### config.mk
export PLATFORM = sky130hd
export DESIGN_NAME = mux_n_to_1_seq
export DESIGN_NICKNAME = d
export VERILOG_FILES = /design/src/rtl/mux_n_to_1_seq.sv
export SDC_FILE = /design/constraint.sdc
export NUM_CORES = 1
export LEC_CHECK = 0
export ABC_AREA = 1
export CAP_MARGIN = 20
export CORE_ASPECT_RATIO = 1.1
export CORE_UTILIZATION = 42
export CTS_CLUSTER_SIZE = 40
export DETAILED_ROUTE_END_ITERATION = 6
export GPL_TIMING_DRIVEN = 0
export PLACE_DENSITY = 0.84
export SLEW_MARGIN = 0
export SYNTH_ARGS = -nofsm -noshare
export SYNTH_HDL_FRONTEND = slang
export SYNTH_SLANG_ARGS = --single-unit
### constraint.sdc
create_clock -name clk -period 2.75 [get_ports clk]
set_input_delay 0.275 -clock clk [delete_from_list [all_inputs] [get_ports clk]]
set_output_delay 0.275 -clock clk [all_outputs]
set_load 0.01 [all_outputs]
### src/rtl/mux_n_to_1_seq.sv
// mux_n_to_1_seq
//   Registered N-channel, W-bit multiplexer. The output is tagged with the
//   channel index it was taken from. Channels may be picked directly with a
//   sel_load strobe. When the MUX_SCAN_EN macro is defined, the block can
//   also step through the channels automatically, showing each one for DWELL
//   cycles.
//
//   Configuration macro: MUX_SCAN_EN
//     defined   - SCAN state, dwell counter and scan_en are built.
//     undefined - only IDLE/DIRECT exist; scan_en and DWELL are unused.
//
// Ports
//   clk       clock, all state on rising edge
//   rst_n     async active-low reset
//   din       packed channel data, channel i at din[i*W +: W]
//   sel       requested channel index
//   sel_load  one-cycle strobe, load sel as active channel
//   scan_en   level, enables auto-scan (MUX_SCAN_EN builds only)
//   dout      registered data of the active channel
//   ch_out    channel index dout came from
//   dout_vld  high once a channel has been chosen (DIRECT/SCAN)
//   sel_err   one-cycle pulse for a sel_load with sel >= N_CH
module mux_n_to_1_seq #(
  parameter int N_CH  = 4,
  parameter int W     = 8,
  parameter int SEL_W = $clog2(N_CH),
  parameter int DWELL = 100
) (
  input  logic              clk,
  input  logic              rst_n,
  input  logic [N_CH*W-1:0] din,
  input  logic [SEL_W-1:0]  sel,
  input  logic              sel_load,
  input  logic              scan_en,
  output logic [W-1:0]      dout,
  output logic [SEL_W-1:0]  ch_out,
  output logic              dout_vld,
  output logic              sel_err
);

  typedef enum logic [1:0] {IDLE, DIRECT, SCAN} state_t;

  // One extra bit so the range check also works when N_CH is a power of two.
  localparam logic [SEL_W:0]   N_CH_L  = (SEL_W+1)'(N_CH);
  localparam logic [SEL_W-1:0] LAST_CH = SEL_W'(N_CH-1);

  state_t                 state, state_nxt;
  logic [SEL_W-1:0]       cur_ch, ch_nxt;
  logic [N_CH-1:0][W-1:0] ch_data;
  logic                   sel_ok, ld_ok, sel_bad;

  // Unpack the flat bus into one entry per channel.
  for (genvar i = 0; i < N_CH; i++) begin : g_ch
    assign ch_data[i] = din[i*W +: W];
  end

  assign sel_ok  = ({1'b0, sel} < N_CH_L);
  assign ld_ok   = sel_load & sel_ok;
  assign sel_bad = sel_load & ~sel_ok;

`ifdef MUX_SCAN_EN
  localparam int             DW_W    = $clog2(DWELL+1);
  localparam logic [DW_W-1:0] DW_LAST = DW_W'(DWELL-1);

  logic [DW_W-1:0] dwell_cnt, dw_nxt;
`else
  // Present on the port list for a uniform interface; nothing uses them here.
  logic     unused_scan_en;
  localparam int unused_dwell = DWELL;
  assign unused_scan_en = scan_en;
`endif

  // Next state / channel / dwell. An out-of-range load freezes everything
  // for that cycle (only sel_err reacts), so it is handled first.
  always_comb begin
    state_nxt = state;
    ch_nxt    = cur_ch;
`ifdef MUX_SCAN_EN
    dw_nxt    = dwell_cnt;
`endif
    if (!sel_bad) begin
      if (ld_ok) ch_nxt = sel;
      case (state)
`ifdef MUX_SCAN_EN
        IDLE: begin
          if (scan_en) begin
            state_nxt = SCAN;
            if (!ld_ok) ch_nxt = '0;
            dw_nxt    = '0;
          end else if (ld_ok) begin
            state_nxt = DIRECT;
          end
        end
        DIRECT: begin
          if (scan_en) begin
            state_nxt = SCAN;
            dw_nxt    = '0;
          end
        end
        SCAN: begin
          if (!scan_en) begin
            // Leaving scan holds the channel; no advance on the exit edge.
            state_nxt = DIRECT;
            dw_nxt    = '0;
          end else if (ld_ok) begin
            // A load beats a pending advance and restarts the dwell.
            dw_nxt = '0;
          end else if (dwell_cnt == DW_LAST) begin
            ch_nxt = (cur_ch == LAST_CH) ? '0 : cur_ch + SEL_W'(1);
            dw_nxt = '0;
          end else begin
            dw_nxt = dwell_cnt + DW_W'(1);
          end
        end
`else
        IDLE:    if (ld_ok) state_nxt = DIRECT;
        DIRECT:  state_nxt = DIRECT;
`endif
        default: state_nxt = state;
      endcase
    end
  end

  always_ff @(posedge clk or negedge rst_n) begin
    if (!rst_n) begin
      state    <= IDLE;
      cur_ch   <= '0;
      dout     <= '0;
      ch_out   <= '0;
      dout_vld <= 1'b0;
      sel_err  <= 1'b0;
`ifdef MUX_SCAN_EN
      dwell_cnt <= '0;
`endif
    end else begin
      state   <= state_nxt;
      cur_ch  <= ch_nxt;
      sel_err <= sel_bad;
`ifdef MUX_SCAN_EN
      dwell_cnt <= dw_nxt;
`endif
      // Outputs track din of the active channel every edge once a channel
      // is chosen, including the edge that leaves IDLE.
      if (state_nxt != IDLE) begin
        dout     <= ch_data[ch_nxt];
        ch_out   <= ch_nxt;
        dout_vld <= 1'b1;
      end
    end
  end

endmodule

==> results.cfg, run 1 <==
[place]
dp.cells = 227
gp_congestion = 0.828
io_buffers = 47
dp_hpwl_mm = 2.05

[run]
cap_violations = 0

[critical_path]
crit_family = buffers and inverters
crit_type = flop to output port
path_max_fanout = 2
ff2ff_path_depth = 5
path_depth = 1
cp-end-kind = output port
start_kind = flop
cp_num_buf_inv = 1
required_ps = 2480
worst_path_max_delay_cell = clkdlybuf4s50_1
cp.arrival_ps = 1210
slowest_delay_ps = 540
worstPathCellList = clkdlybuf4s50_1

[power_and_ir_drop]
p_sw_uw = 181
seqPwrFrac_pct = 43.1
ir_drop_v = 0.000247
p_per_area_mw_per_mm2 = 391
p_int_uw = 413
p_clk_share_pct = 21.8
cellLeakagePower_nw = 0.815
power_uw = 594
swShare_pct = 30.4
pwr-share-comb_pct = 35.1

[routing]
drc = 0
routed_wl_mm = 2.68
dr.pass1.iters = 4
drtAntennaViolNets = 0
drt-vias-per-instance = 4.82
vias = 1114
wire_per_inst_um = 11.6
drt_iter0_drc = 28

[logic_synthesis]
syn_area_per_cell_sq_um = 6.56
syn-num-nets = 188
synth_largest_area_cell = dfrtp_1
synth_area_sq_um = 985
ys_ff_latch = 15
yosysMostFrequentCell = nand2_1
synth_top_cells_by_area = dfrtp_1 38%, nand3_1 20%, nand2_1 18%
synthCells = 150
synth-edff-count = 0
async_flop_share_pct = 100
synth_common_cells = 47 x nand2_1, 40 x nand3_1, 30 x inv_1, 15 x dfrtp_1
synth_cell_types = 17
synth_top_cell_area_share_pct = 38.1
synth_ff_type = dfrtp_1
yosys_warnings = 0
ys_seq_area_share_pct = 38.1

[global_route]
grt_start_max_net_pins = 16
grt_overflow = 0
first_global_vias = 1079
antenna_found_initial = 0
grt_first_pass_wirelength_mm = 4.35
track_usage_pct = 24.8

[die]
io_pins = 50
die_w_um = 48.2
initial_core_util_pct = 44.2
coreArea_sq_mm = 0.00223
die_h_um = 52.8
dieArea_sq_mm = 0.00254
rows = 18

[cells_and_area]
diodes = 0
fillers = 181
area_delta_synth_final_pct = 54.4
instances_no_fill = 231
drive_above_1_share_pct = 8.96
nets = 240

[sta]
fin_skew_ps = 5.21
period_minus_slack_ps = 1480
fmax_mhz = 674
hold_viol_final = 0
report.final.slew_viol_count = 0
setup_viol = 0
setup_tns_ps = 0
max-slew-margin-rel_pct = 55.0
worst_slew_pin_slew_ps = 674
timing.final.crit_share_pct = 53.9
timing.hold.ws_ps = 386
rsz0062_at_grt = false

[clock_tree]
clkSinkCount = 15
postCtsSetupBuffers = 0
cts-hold-fix-buffers = 0
tritoncts = built
root_buffer = clkbuf_4
clkTransAtPathRegs_ps = 90
htreeDepth = 1
clockBufferDepth = 2
clkLatencyLatePin_ps = 290
ctsResizeCount = 0
cts_buffers = 3

[min_path]
min_path_type = primary input to async pin

[run_status]
status = complete, no violations
-- flip-flops by register name (all words and copies together), names as in the netlist --
signal	cells
dout_vld	1
state	2
dout	8
ch_out	2
cur_ch	2
-- power groups by stage --
| stage | combinational (mW) | clock, mW | sequential [mW] |
|---|---|---|---|
| finish | 0.208 | 0.129 | 0.256 |
| global route | 0.233 | 0.142 | 0.258 |
| CTS | 0.210 | 0.135 | 0.256 |
| detailed placement | 0.209 | 0 | 0.260 |
| global placement | 0.204 | 0 | 0.260 |
| floorplan | 0.0831 | 0 | 0.270 |
-- cells in the final DEF, fill, tap and decap left out, drive strengths merged --
master,n
nor2,1
buf,5
nand2,51
conb,1
inv,32
dfrtp,15
o21ai,1
clkbuf,4
o21bai,1
or2,1
clkinv,2
clkdlybuf4s50,47
nand3,40
-- final cells by class --
type | instances | area [sq um] | area share, %
Multi-Input combinational cell | 96 | 444 | 29.2
Clock inverter | 1 | 5.00 | 0.329
Timing Repair Buffer | 47 | 470 | 30.9
Tap cell | 30 | 37.5 | 2.47
Buffer | 6 | 40.0 | 2.63
Inverter | 33 | 125 | 8.23
Sequential cell | 15 | 375 | 24.7
Clock buffer | 3 | 22.5 | 1.48
-- layer usage --
layer / routed length, um / GRT usage [%] / part of all wire, %
met5: 0 / 0 / 0
met4: 68 / 12.5 / 2.5
met3: 135 / 2.41 / 5.0
met2: 1400 / 43.8 / 52
met1: 1080 / 28.0 / 40
-- per-stage QoR --
| stage | area (sq um) | setup slack [ps] | utilization, % |
|---|---|---|---|
| after floorplan | 985 | 1710 | - |
| after global placement | 1490 | 1090 | 66.9 |
| after detailed placement | 1490 | 1030 | 66.9 |
| after CTS | 1520 | 1260 | 68.2 |
| after global routing | 1520 | 1220 | 68.2 |
| final | 1520 | 1270 | 68.2 |
-- path summary, 6_finish.rpt --
| path | startpoint | to | slack (ps) |
|---|---|---|---|
| worst min register to register | dout[3]$_DFFE_PN0P_ | dout[3]$_DFFE_PN0P_ | 480 |
| worst max-delay path | dout[2]$_DFFE_PN0P_ | dout[2] | 1270 |
| max in group asynchronous | rst_n | state[1]$_DFF_PN0_ | 1940 |
| worst max register to register | state[0]$_DFF_PN0_ | dout[2]$_DFFE_PN0P_ | 1530 |
| min in group clk | dout[3]$_DFFE_PN0P_ | dout[3]$_DFFE_PN0P_ | 480 |
| worst min-delay path | rst_n | dout[2]$_DFFE_PN0P_ | 390 |
-- logic make-up after synthesis --
| group | count (synthesis) | share of synthesized area, % |
|---|---|---|
| and+or+nand+nor | 93 | 43.1 |
| other | 1 | 0.381 |
| AOI/OAI and AO/OA | 2 | 1.65 |
| buffers and inverters | 39 | 16.8 |
| DFF | 15 | 38.1 |
Note: power is estimated with default switching activity, not from simulation.
==> inputs of run 2 (changes only) <==
--- a/config.mk
+++ b/config.mk
@@ -8,11 +8,11 @@
 export ABC_AREA = 1
 export CAP_MARGIN = 20
 export CORE_ASPECT_RATIO = 1.1
-export CORE_UTILIZATION = 42
+export CORE_UTILIZATION = 39
 export CTS_CLUSTER_SIZE = 40
 export DETAILED_ROUTE_END_ITERATION = 6
 export GPL_TIMING_DRIVEN = 0
-export PLACE_DENSITY = 0.84
+export PLACE_DENSITY = 0.79
 export SLEW_MARGIN = 0
 export SYNTH_ARGS = -nofsm -noshare
 export SYNTH_HDL_FRONTEND = slang
==> constraint.sdc (replaced) <==
create_clock -name clk -period 1.4 [get_ports clk]
set_input_delay 0.14 -clock clk [delete_from_list [all_inputs] [get_ports clk]]
set_output_delay 0.14 -clock clk [all_outputs]
set_load 0.01 [all_outputs]
==> run 2 against run 1 <==
  * Total power is 93% higher
  * Sequential share of layout area about the same
  * Highest routed layer unchanged
  * Largest cell class unchanged
  * Register-to-register slack got worse by 1300 ps
  * Setup slack got worse by 1200 ps
  * Critical endpoint unchanged
  * Sequential power increased by 98%
  * Cell area about the same
  * Clock power grew 80%
  * Die area grew 7.4%
  * Sequential cell count unchanged
  * Global-route usage shrank 3.7 points
==> results.cfg, run 2 (synthesis gave the netlist of run 1 again) <==
[run_status]
status = complete, no violations

[cells_and_area]
area_delta_synth_final_pct = 54.3
final_cell_area_sq_mm = 0.00152
mostFrequentLayoutCells = 47 x nand2_1, 47 x clkdlybuf4s50_1, 40 x nand3_1
fillers = 204
nets = 240
instances_no_fill = 231
largest_reg_flops = 8
drive_above_1_share_pct = 8.46
diodes = 0
largest-register = dout

[sta]
fmax_mhz = 757
timing.hold.ws_ps = 272
hold_viol_final = 0
worst_slew_pin_slew_ps = 666
period_minus_slack_ps = 1320
fin_skew_ps = 1.40
report.final.slew_viol_count = 0
setup_viol = 0
rsz0062_at_grt = false
timing.final.crit_share_pct = 94.4
fin_ws_ps = 78.8
max-slew-margin-rel_pct = 55.5

[die]
rows = 18
die_h_um = 54.7
coreArea_sq_mm = 0.00232
io_pins = 50
dieArea_sq_mm = 0.00273
die_w_um = 49.9
initial_core_util_pct = 42.4

[clock_tree]
htreeDepth = 1
ctsResizeCount = 0
clockBufferDepth = 2
clkLatencyLatePin_ps = 270
cts_buffers = 3
root_buffer = clkbuf_4
postCtsSetupBuffers = 0
tritoncts = built
clkTransAtPathRegs_ps = 80
cts-hold-fix-buffers = 0
clkSinkCount = 15

[run]
cap_violations = 0

[critical_path]
cp-end-kind = output port
start_kind = flop
path_max_fanout = 2
worstPathCellList = clkdlybuf4s50_1
required_ps = 1260
ff2ff_path_depth = 7
crit_type = flop to output port
slowest_delay_ps = 540
cp.arrival_ps = 1180
crit_family = buffers and inverters
worst_path_max_delay_cell = clkdlybuf4s50_1
cp_num_buf_inv = 1
timing.rr.end = dout[0]$_DFFE_PN0P_
r2r_slack_ps = 230
reg2reg_from = cur_ch[0]$_DFF_PN0_

[power_and_ir_drop]
p_clk_share_pct = 20.2
cellLeakagePower_nw = 0.812
power_mw = 1.15
p_sw_uw = 333
p_per_area_mw_per_mm2 = 756
swShare_pct = 29.0
p_int_uw = 816
pwr-share-comb_pct = 35.8
seqPwrFrac_pct = 44.0
ir_drop_v = 0.000456

[routing]
drtAntennaViolNets = 0
drt_iter0_drc = 16
drc = 0
routed_wl_mm = 2.63
wire_per_inst_um = 11.4
dr.pass1.iters = 4
drt-vias-per-instance = 4.62
vias = 1067

[place]
gp_congestion = 0.820
io_buffers = 47
dp.cells = 227
placed_cell_area_sq_mm = 0.00149
dp_hpwl_mm = 2.05
place_ws_ps = -166

[global_route]
grt_first_pass_wirelength_mm = 4.28
grt_overflow = 0
track_usage_pct = 21.1
grt_start_max_net_pins = 16
first_global_vias = 1071
antenna_found_initial = 0

[min_path]
min_path_type = primary input to async pin
run 2: cell types whose count changed in the layout (fill, tap and decap cells not counted), sizes merged:
cell / change
clkbuf: +1
clkinv: -1
run 2: worst max path at each step:
stage / start / end / cells past startpoint
6_report: dout[2]$_DFFE_PN0P_ / dout[2] / 1
5_1_grt: sel_load / dout[2]$_DFFE_PN0P_ / 9
4_1_cts: dout[2]$_DFFE_PN0P_ / dout[2] / 1
3_5_place_dp: sel_load / dout[2]$_DFFE_PN0P_ / 9
3_3_place_gp: sel_load / dout[0]$_DFFE_PN0P_ / 9
2_1_floorplan: state[0]$_DFF_PN0_ / dout_vld$_DFFE_PN0P_ / 4
run 2: per-layer routing:
metal / global-route usage (%) / up-vias / wire [um]
met3: 3.06 / 4 / 126
met1: 22.8 / 472 / 1140
met2: 42.3 / 36 / 1320
li1: - / 555 / -
met4: 7.62 / 0 / 44
met5: 0 / - / 0
run 2: per-stage QoR:
step | TNS, ps | utilization [%]
finish | 0 | 65.5
global route | 0 | 65.5
CTS | 0 | 65.5
detailed placement | -1150 | 64.3
global placement | -1050 | 64.3
floorplan | 0 | -
run 2: final cells by class:
type                       instances  area, sq um  area share [%]
inverter                          33          125            8.24
multi-input combinational         96          444            29.2
clock buffer                       4         26.3            1.73
tap                               30         37.5            2.47
buffer                             6         40.0            2.64
timing repair buffer              47          470            31.0
sequential                        15          375            24.7
run 2: power by group through the flow:
stage,combinational (mW),sequential (mW),clock (mW)
2_1_floorplan,0.163,0.530,0
3_3_place_gp,0.402,0.511,0
3_5_place_dp,0.412,0.514,0
5_1_grt,0.452,0.512,0.256
4_1_cts,0.413,0.505,0.242
6_report,0.411,0.506,0.232
